--- src/rtl/trackball_emulator.sv ---
`default_nettype none
// ============================================================================
// Module   : trackball_emulator
// Purpose  : Turns host mouse deltas into rate-limited 8-bit trackball counters.
// Revision : 1.0 - initial release
// ============================================================================
module trackball_emulator #(
  parameter int STEP_DIV = 8,
  parameter int MAX_PEND = 127
) (
  input  logic              clk,
  input  logic              reset,
  input  logic              ce2H,
  input  logic              mouse_strobe,
  input  logic signed [8:0] mouse_dx,
  input  logic signed [8:0] mouse_dy,
  input  logic              flip,
  input  logic              TRKn,
  input  logic              BA0,
  output logic [7:0]        trk_to_cpu,
  output logic              busy
);

  localparam logic [7:0]         c_div_last = 8'(STEP_DIV - 1);
  localparam logic signed [10:0] c_max_pos  = 11'(MAX_PEND);
  localparam logic signed [10:0] c_max_neg  = 11'(-MAX_PEND);

  typedef enum logic [0:0] {
    ST_IDLE = 1'b0,
    ST_RUN  = 1'b1
  } state_t;

  state_t             r_state, w_state_next;
  logic [7:0]         r_div, w_div_next;
  logic signed [9:0]  r_pend_x, r_pend_y, w_pend_x_next, w_pend_y_next;
  logic [7:0]         r_pos_x, r_pos_y, w_pos_x_next, w_pos_y_next;
  logic               w_tick;
  logic signed [1:0]  w_adj_x, w_adj_y;
  logic [7:0]         w_step_x, w_step_y;

  function automatic logic signed [1:0] sgn(input logic signed [9:0] v);
    if (v > 10'sd0)      return 2'sb01;
    else if (v < 10'sd0) return 2'sb11;
    else                 return 2'sb00;
  endfunction

  // Tick consumption and the new delta are merged before clamping, so a
  // strobe landing on a tick loses neither event.
  function automatic logic signed [9:0] accumulate(
    input logic signed [9:0] pend,
    input logic signed [1:0] adj,
    input logic              strobe,
    input logic signed [8:0] delta
  );
    logic signed [10:0] sum;
    sum = {pend[9], pend} - {{9{adj[1]}}, adj};
    if (strobe) begin
      sum = sum + {{2{delta[8]}}, delta};
      if (sum > c_max_pos)      sum = c_max_pos;
      else if (sum < c_max_neg) sum = c_max_neg;
    end
    return sum[9:0];
  endfunction

  always_comb begin
    w_tick  = (r_state == ST_RUN) && ce2H && (r_div == c_div_last);
    w_adj_x = w_tick ? sgn(r_pend_x) : 2'sb00;
    w_adj_y = w_tick ? sgn(r_pend_y) : 2'sb00;

    w_pend_x_next = accumulate(r_pend_x, w_adj_x, mouse_strobe, mouse_dx);
    w_pend_y_next = accumulate(r_pend_y, w_adj_y, mouse_strobe, mouse_dy);

    // X "+" counts up, Y "+" counts down; flip mirrors both axes.
    w_step_x = {{6{w_adj_x[1]}}, w_adj_x};
    w_step_y = {{6{w_adj_y[1]}}, w_adj_y};
    if (flip) w_step_x = 8'd0 - w_step_x;
    else      w_step_y = 8'd0 - w_step_y;
    w_pos_x_next = r_pos_x + w_step_x;
    w_pos_y_next = r_pos_y + w_step_y;
  end

  always_comb begin
    w_state_next = r_state;
    w_div_next   = r_div;
    if ((w_pend_x_next != 10'sd0) || (w_pend_y_next != 10'sd0)) begin
      w_state_next = ST_RUN;
    end else begin
      w_state_next = ST_IDLE;
    end
    if ((r_state == ST_IDLE) || (w_state_next == ST_IDLE)) begin
      w_div_next = 8'd0;
    end else if (ce2H) begin
      w_div_next = w_tick ? 8'd0 : r_div + 8'd1;
    end
  end

  always_ff @(posedge clk) begin
    if (reset) begin
      r_state    <= ST_IDLE;
      r_div      <= 8'd0;
      r_pend_x   <= 10'sd0;
      r_pend_y   <= 10'sd0;
      r_pos_x    <= 8'd0;
      r_pos_y    <= 8'd0;
      trk_to_cpu <= 8'd0;
    end else begin
      r_state  <= w_state_next;
      r_div    <= w_div_next;
      r_pend_x <= w_pend_x_next;
      r_pend_y <= w_pend_y_next;
      r_pos_x  <= w_pos_x_next;
      r_pos_y  <= w_pos_y_next;
      if (!TRKn) trk_to_cpu <= BA0 ? r_pos_y : r_pos_x;
    end
  end

  assign busy = (r_pend_x != 10'sd0) | (r_pend_y != 10'sd0);

endmodule
`default_nettype wire

--- config.mk ---
export PLATFORM = sky130hd
export DESIGN_NAME = trackball_emulator
export DESIGN_NICKNAME = d
export VERILOG_FILES = /design/src/rtl/trackball_emulator.sv
export SDC_FILE = /design/constraint.sdc
export NUM_CORES = 1
export LEC_CHECK = 0
export ABC_AREA = 1
export BUFFER_PORTS_ARGS = -buffer_cell sky130_fd_sc_hd__buf_2
export CAP_MARGIN = 20
export CORE_ASPECT_RATIO = 0.7
export CORE_UTILIZATION = 56
export DETAILED_ROUTE_END_ITERATION = 10
export HOLD_SLACK_MARGIN = 0.08
export MAX_ROUTING_LAYER = met4
export PLACE_DENSITY_LB_ADDON = 0.3
export SYNTH_ARGS = -nofsm -noshare
export SYNTH_HDL_FRONTEND = slang
export SYNTH_SLANG_ARGS = --single-unit
export TNS_END_PERCENT = 1
--- constraint.sdc ---
create_clock -name clk -period 4.2 [get_ports clk]
set_input_delay 0.63 -clock clk [delete_from_list [all_inputs] [get_ports clk]]
set_output_delay 0.63 -clock clk [all_outputs]
set_load 0.02 [all_outputs]
==> metrics, run 1 <==
gpl congestion=0.962; sequential-to-total area share from yosys stat=21.1%; most common cell in the netlist=nand2_1; Tot GR Track Use=71.5%; ys flop type=dfxtp_1; grt ovf=3; Root Driver=clkbuf_16; ranking of synthesized cells by area=dfxtp_1 21%, nand2_1 15%, ha_1 14%; # hold bufs at CTS=0; # port buffers=33; asr flop ratio synth=0%; Mapped Cells=776; Die Span Y=81.3 um; Die Width=115 um; H-tree Lvls=2; largest net degree at the start of global routing=38; worst_ep grt=r_div[0]$_SDFFE_PP0P_/D; synth cell count leaders=198 x nand2_1, 126 x inv_1, 79 x nor2_1; # IOs=34; Yosys top cell area share=21.1%; clk buf depth=2; mapped cell area=0.00504 mm^2; flop and latch count out of synthesis=53; Site Rows=28; cell taking the most area after synthesis=dfxtp_1; Log Error=[ERROR GRT-0232] Routing congestion too high. Check the congestion heatmap in the GUI.; Starting Density=58.7%; Unique masters post-synth=38; Syn. warnings=0; CTS sink cnt=53; run status=aborted with a tool error; CTS Buf Count=5; pre-CTS setup slack=-0.763 ns; Post-Syn Nets=865; failing step=global routing; EDFF count, synth=0; post-DP HPWL=10.8 mm; kind of the worst endpoint=register data pin; Syn Area/Cell=6.49 um^2
cell families after synthesis:
family / share of synthesized area [%]
adders and majority gates: 16.8
muxes: 1.57
AOI/OAI and AO/OA: 10.6
xor gates and xnor gates: 4.35
DFF: 21.1
and+or+nand+nor: 35.2
buffers and inverters: 10.4
stage by stage:
stage | hold WS [ns] | std cells | utilization [%] | instance area (um^2) | TNS (ns)
after CTS | 0.539 | 1078 | 80.8 | 6930 | -1.04
after detailed placement | 0.529 | 1037 | 72.2 | 6200 | -9.31
after global placement | 0.521 | 1037 | 72.2 | 6200 | -4.27
after floorplan | 0.507 | 776 | - | 5040 | 0
routing by layer:
layer	overflow	track usage [%]
met5	-	-
met4	1	67.0
met3	0	58.3
met2	2	87.7
met1	0	68.8
timing repair:
item                       CTS
resized for setup           76
gates cloned                 0
pin swaps                   51
buffers inserted            33
setup endpoints to repair   17
==> run 2: changes to the inputs <==
Settings changed: CORE_ASPECT_RATIO 0.7 to default, CORE_UTILIZATION 56 to 40, HOLD_SLACK_MARGIN 0.08 to default, MAX_ROUTING_LAYER met4 to default, PLACE_DENSITY_LB_ADDON 0.3 to 0.15.
Clock period 4.2 ns to 5.46 ns, I/O delays scaled along.
==> run 2 against run 1 <==
Net effect: the flow now finishes without violations; synthesized cell count did not move; area after synthesis unchanged.
==> metrics, run 2 <==
Root Driver=clkbuf_16 (unchanged); most frequent cells in the layout=198 x nand2_1, 126 x inv_1, 79 x nor2_1; synth cell count leaders=198 x nand2_1, 126 x inv_1, 79 x nor2_1 (unchanged); switching share of power=54.3%; Remaining DRCs=0; WP depth=35; vias in the first global route=4421; ys flop type=dfxtp_1 (unchanged); most common cell in the netlist=nand2_1 (unchanged); Slew Viols, Final=0; Pint=0.00167 W; grt ovf=0; Antenna diodes=0; endpoint class of the critical path=register; Util after Layout=45.7%; count of final setup violators=0; Mapped Cells=776 (unchanged); area delta synth->final=10.3%; Yosys top cell area share=21.1% (unchanged); setup TNS=0 ns; mapped cell area=0.00504 mm^2 (unchanged); first-pass detailed-route iteration total=4; run status=complete, no violations (was aborted with a tool error); # port buffers=33 (unchanged); Worst EP required=5.64 ns; Post-Syn Nets=865 (unchanged); # IOs=34 (unchanged); H-tree Lvls=2 (unchanged); nets=900; Worst Hold Class=reg -> reg; Data arrival, critical path=5.17 ns; asr flop ratio synth=0% (unchanged); DR iter-0 viols=220; peak supply drop=0.367 mV; top flop regs=r_pend_x x10, r_pend_y x10; Psw=0.00199 W; CP max FO=8; crit path launch type=primary input; sequential-to-total area share from yosys stat=21.1% (unchanged); minimum clock period after layout=4.99 ns; clk buf depth=2 (unchanged); RSZ-0062 raised after global routing=false; CTS Buf Count=5 (unchanged); vias per cell=4.81; Tcrit/Tclk final=91.3%; Crit-path slowest cell=ha_1; die area=0.0130 mm^2; Flop pwr share=14.2%; crit-path max cell delay=0.34 ns; Final Skew=0.00962 ns; clock network power share=8.9%; routed len/inst=11.7 um; antenna violations before repair=0; CTS clk-pin slew, worst paths=0.07 ns; Site Rows=40 (was 28); Final Hold Vio Count=0; hold path cells=4; most used cell, CP=nand2_1; largest net degree at the start of global routing=38; Vias=4710; logic gate share of total power=76.9%; post-cts gate resize count=0 (was 76); first-pass GRT wire length=19.6 mm; worst setup path class=in -> reg; Tot GR Track Use=18.4%; Achievable Freq=201 MHz; PwrDens=659 mW/mm^2; Syn Area/Cell=6.49 um^2 (unchanged); remaining antenna violation count=0; Die Width=114 um (was 115 um); Starting Density=41.4% (was 58.7%); leak pwr=3.05 nW; post-DP HPWL=9.53 mm (was 10.8 mm); crit path buf inv count=6; Unique masters post-synth=38 (unchanged); pin slew with the least headroom to its limit=0.701 ns; EDFF count, synth=0 (unchanged); ranking of synthesized cells by area=dfxtp_1 21%, nand2_1 15%, ha_1 14% (unchanged); commonest non-fill, non-tap cell in the layout=nand2_1; worst skew pair latency=0.29 ns; flop and latch count out of synthesis=53 (unchanged); drt total wl=11.4 mm; max_cap viols=0; cell taking the most area after synthesis=dfxtp_1 (unchanged); CTS tree=built; CTS sink cnt=53 (unchanged); Die Span Y=114 um (was 81.3 um); share of layout cells above drive strength 1=13.2%; gpl congestion=0.842 (was 0.962); Syn. warnings=0 (unchanged); Slew headroom=53.3%; core region area=0.0122 mm^2; Crit path max-delay family=simple AND/OR/NAND/NOR gates; Reg2Reg Depth=35
==> run 2: metrics by stage <==
stage          total power [W]  hold slack (ns)  cells  setup WS (ns)  instance area, um^2
2_1_floorplan          0.00278            0.507    776          0.997                 5040
3_3_place_gp           0.00330            0.520    971          0.262                 5400
3_5_place_dp           0.00332            0.535    971          0.114                 5400
4_1_cts                0.00366            0.546    979          0.413                 5550
5_1_grt                0.00413            0.583    980         0.0423                 5560
6_report               0.00366            0.538    980          0.474                 5560
==> run 2: cell families after synthesis <==
kind of cell	after synthesis	share of synthesized area, %
fa+ha+maj	64	16.8
compound gates	96	10.6
mux	7	1.57
buf+inv	139	10.4
flops	53	21.1
xor+xnor	25	4.35
simple gates	392	35.2
==> run 2: path summary, 6_finish.rpt <==
| kind | startpoint | endpoint | slack [ns] |
|---|---|---|---|
| worst max-delay path | ce2H | r_div[6]$_SDFFE_PP0P_ | 0.47 |
| worst min register to register | trk_to_cpu[6]$_SDFFE_PP0N_ | trk_to_cpu[6]$_SDFFE_PP0N_ | 0.54 |
| worst max register to register | r_div[1]$_SDFFE_PP0P_ | r_div[6]$_SDFFE_PP0P_ | 0.56 |
| worst min-delay path | trk_to_cpu[6]$_SDFFE_PP0N_ | trk_to_cpu[6]$_SDFFE_PP0N_ | 0.54 |
==> run 2: power by group through the flow <==
| stage | combinational (W) | clock, W | sequential, W |
|---|---|---|---|
| 2_1_floorplan | 0.00226 | 0 | 0.000518 |
| 3_3_place_gp | 0.00277 | 0 | 0.000530 |
| 3_5_place_dp | 0.00279 | 0 | 0.000529 |
| 4_1_cts | 0.00280 | 0.000334 | 0.000521 |
| 5_1_grt | 0.00325 | 0.000349 | 0.000530 |
| 6_report | 0.00282 | 0.000325 | 0.000520 |
==> run 2: final cells by class <==
| class | count | area (um^2) |
|---|---|---|
| Fill cell | 1294 | 6610 |
| Multi-Input combinational cell | 584 | 3450 |
| Sequential cell | 53 | 1060 |
| Inverter | 131 | 493 |
| Tap cell | 168 | 210 |
| Timing Repair Buffer | 36 | 188 |
| Clock buffer | 6 | 139 |
| Clock inverter | 2 | 13.8 |
==> run 2: timing repair <==
item                                    CTS  global route
hold buffers                              0             0
setup buffers                             0             1
endpoints found under the setup margin    0             8
==> run 2: worst reg2reg max path: cells and delay by family (launching register included) <==
family | cells | cell delay (ns)
compound gates | 4 | 0.49
buf+inv | 5 | 0.59
simple gates | 22 | 2.26
flops | 1 | 0.37
fa+ha+maj | 3 | 0.87
xor+xnor | 1 | 0.24
==> run 2: layer usage <==
metal / part of all wire [%] / track usage, % / up-vias / wire (um)
li1: - / - / 2545 / -
met1: 50 / 24.7 / 2115 / 5730
met2: 47 / 32.3 / 44 / 5370
met3: 2.2 / 1.64 / 6 / 257
met4: 0.72 / 3.46 / 0 / 82
met5: 0 / 0 / - / 0
Note: power is estimated with default switching activity, not from simulation.
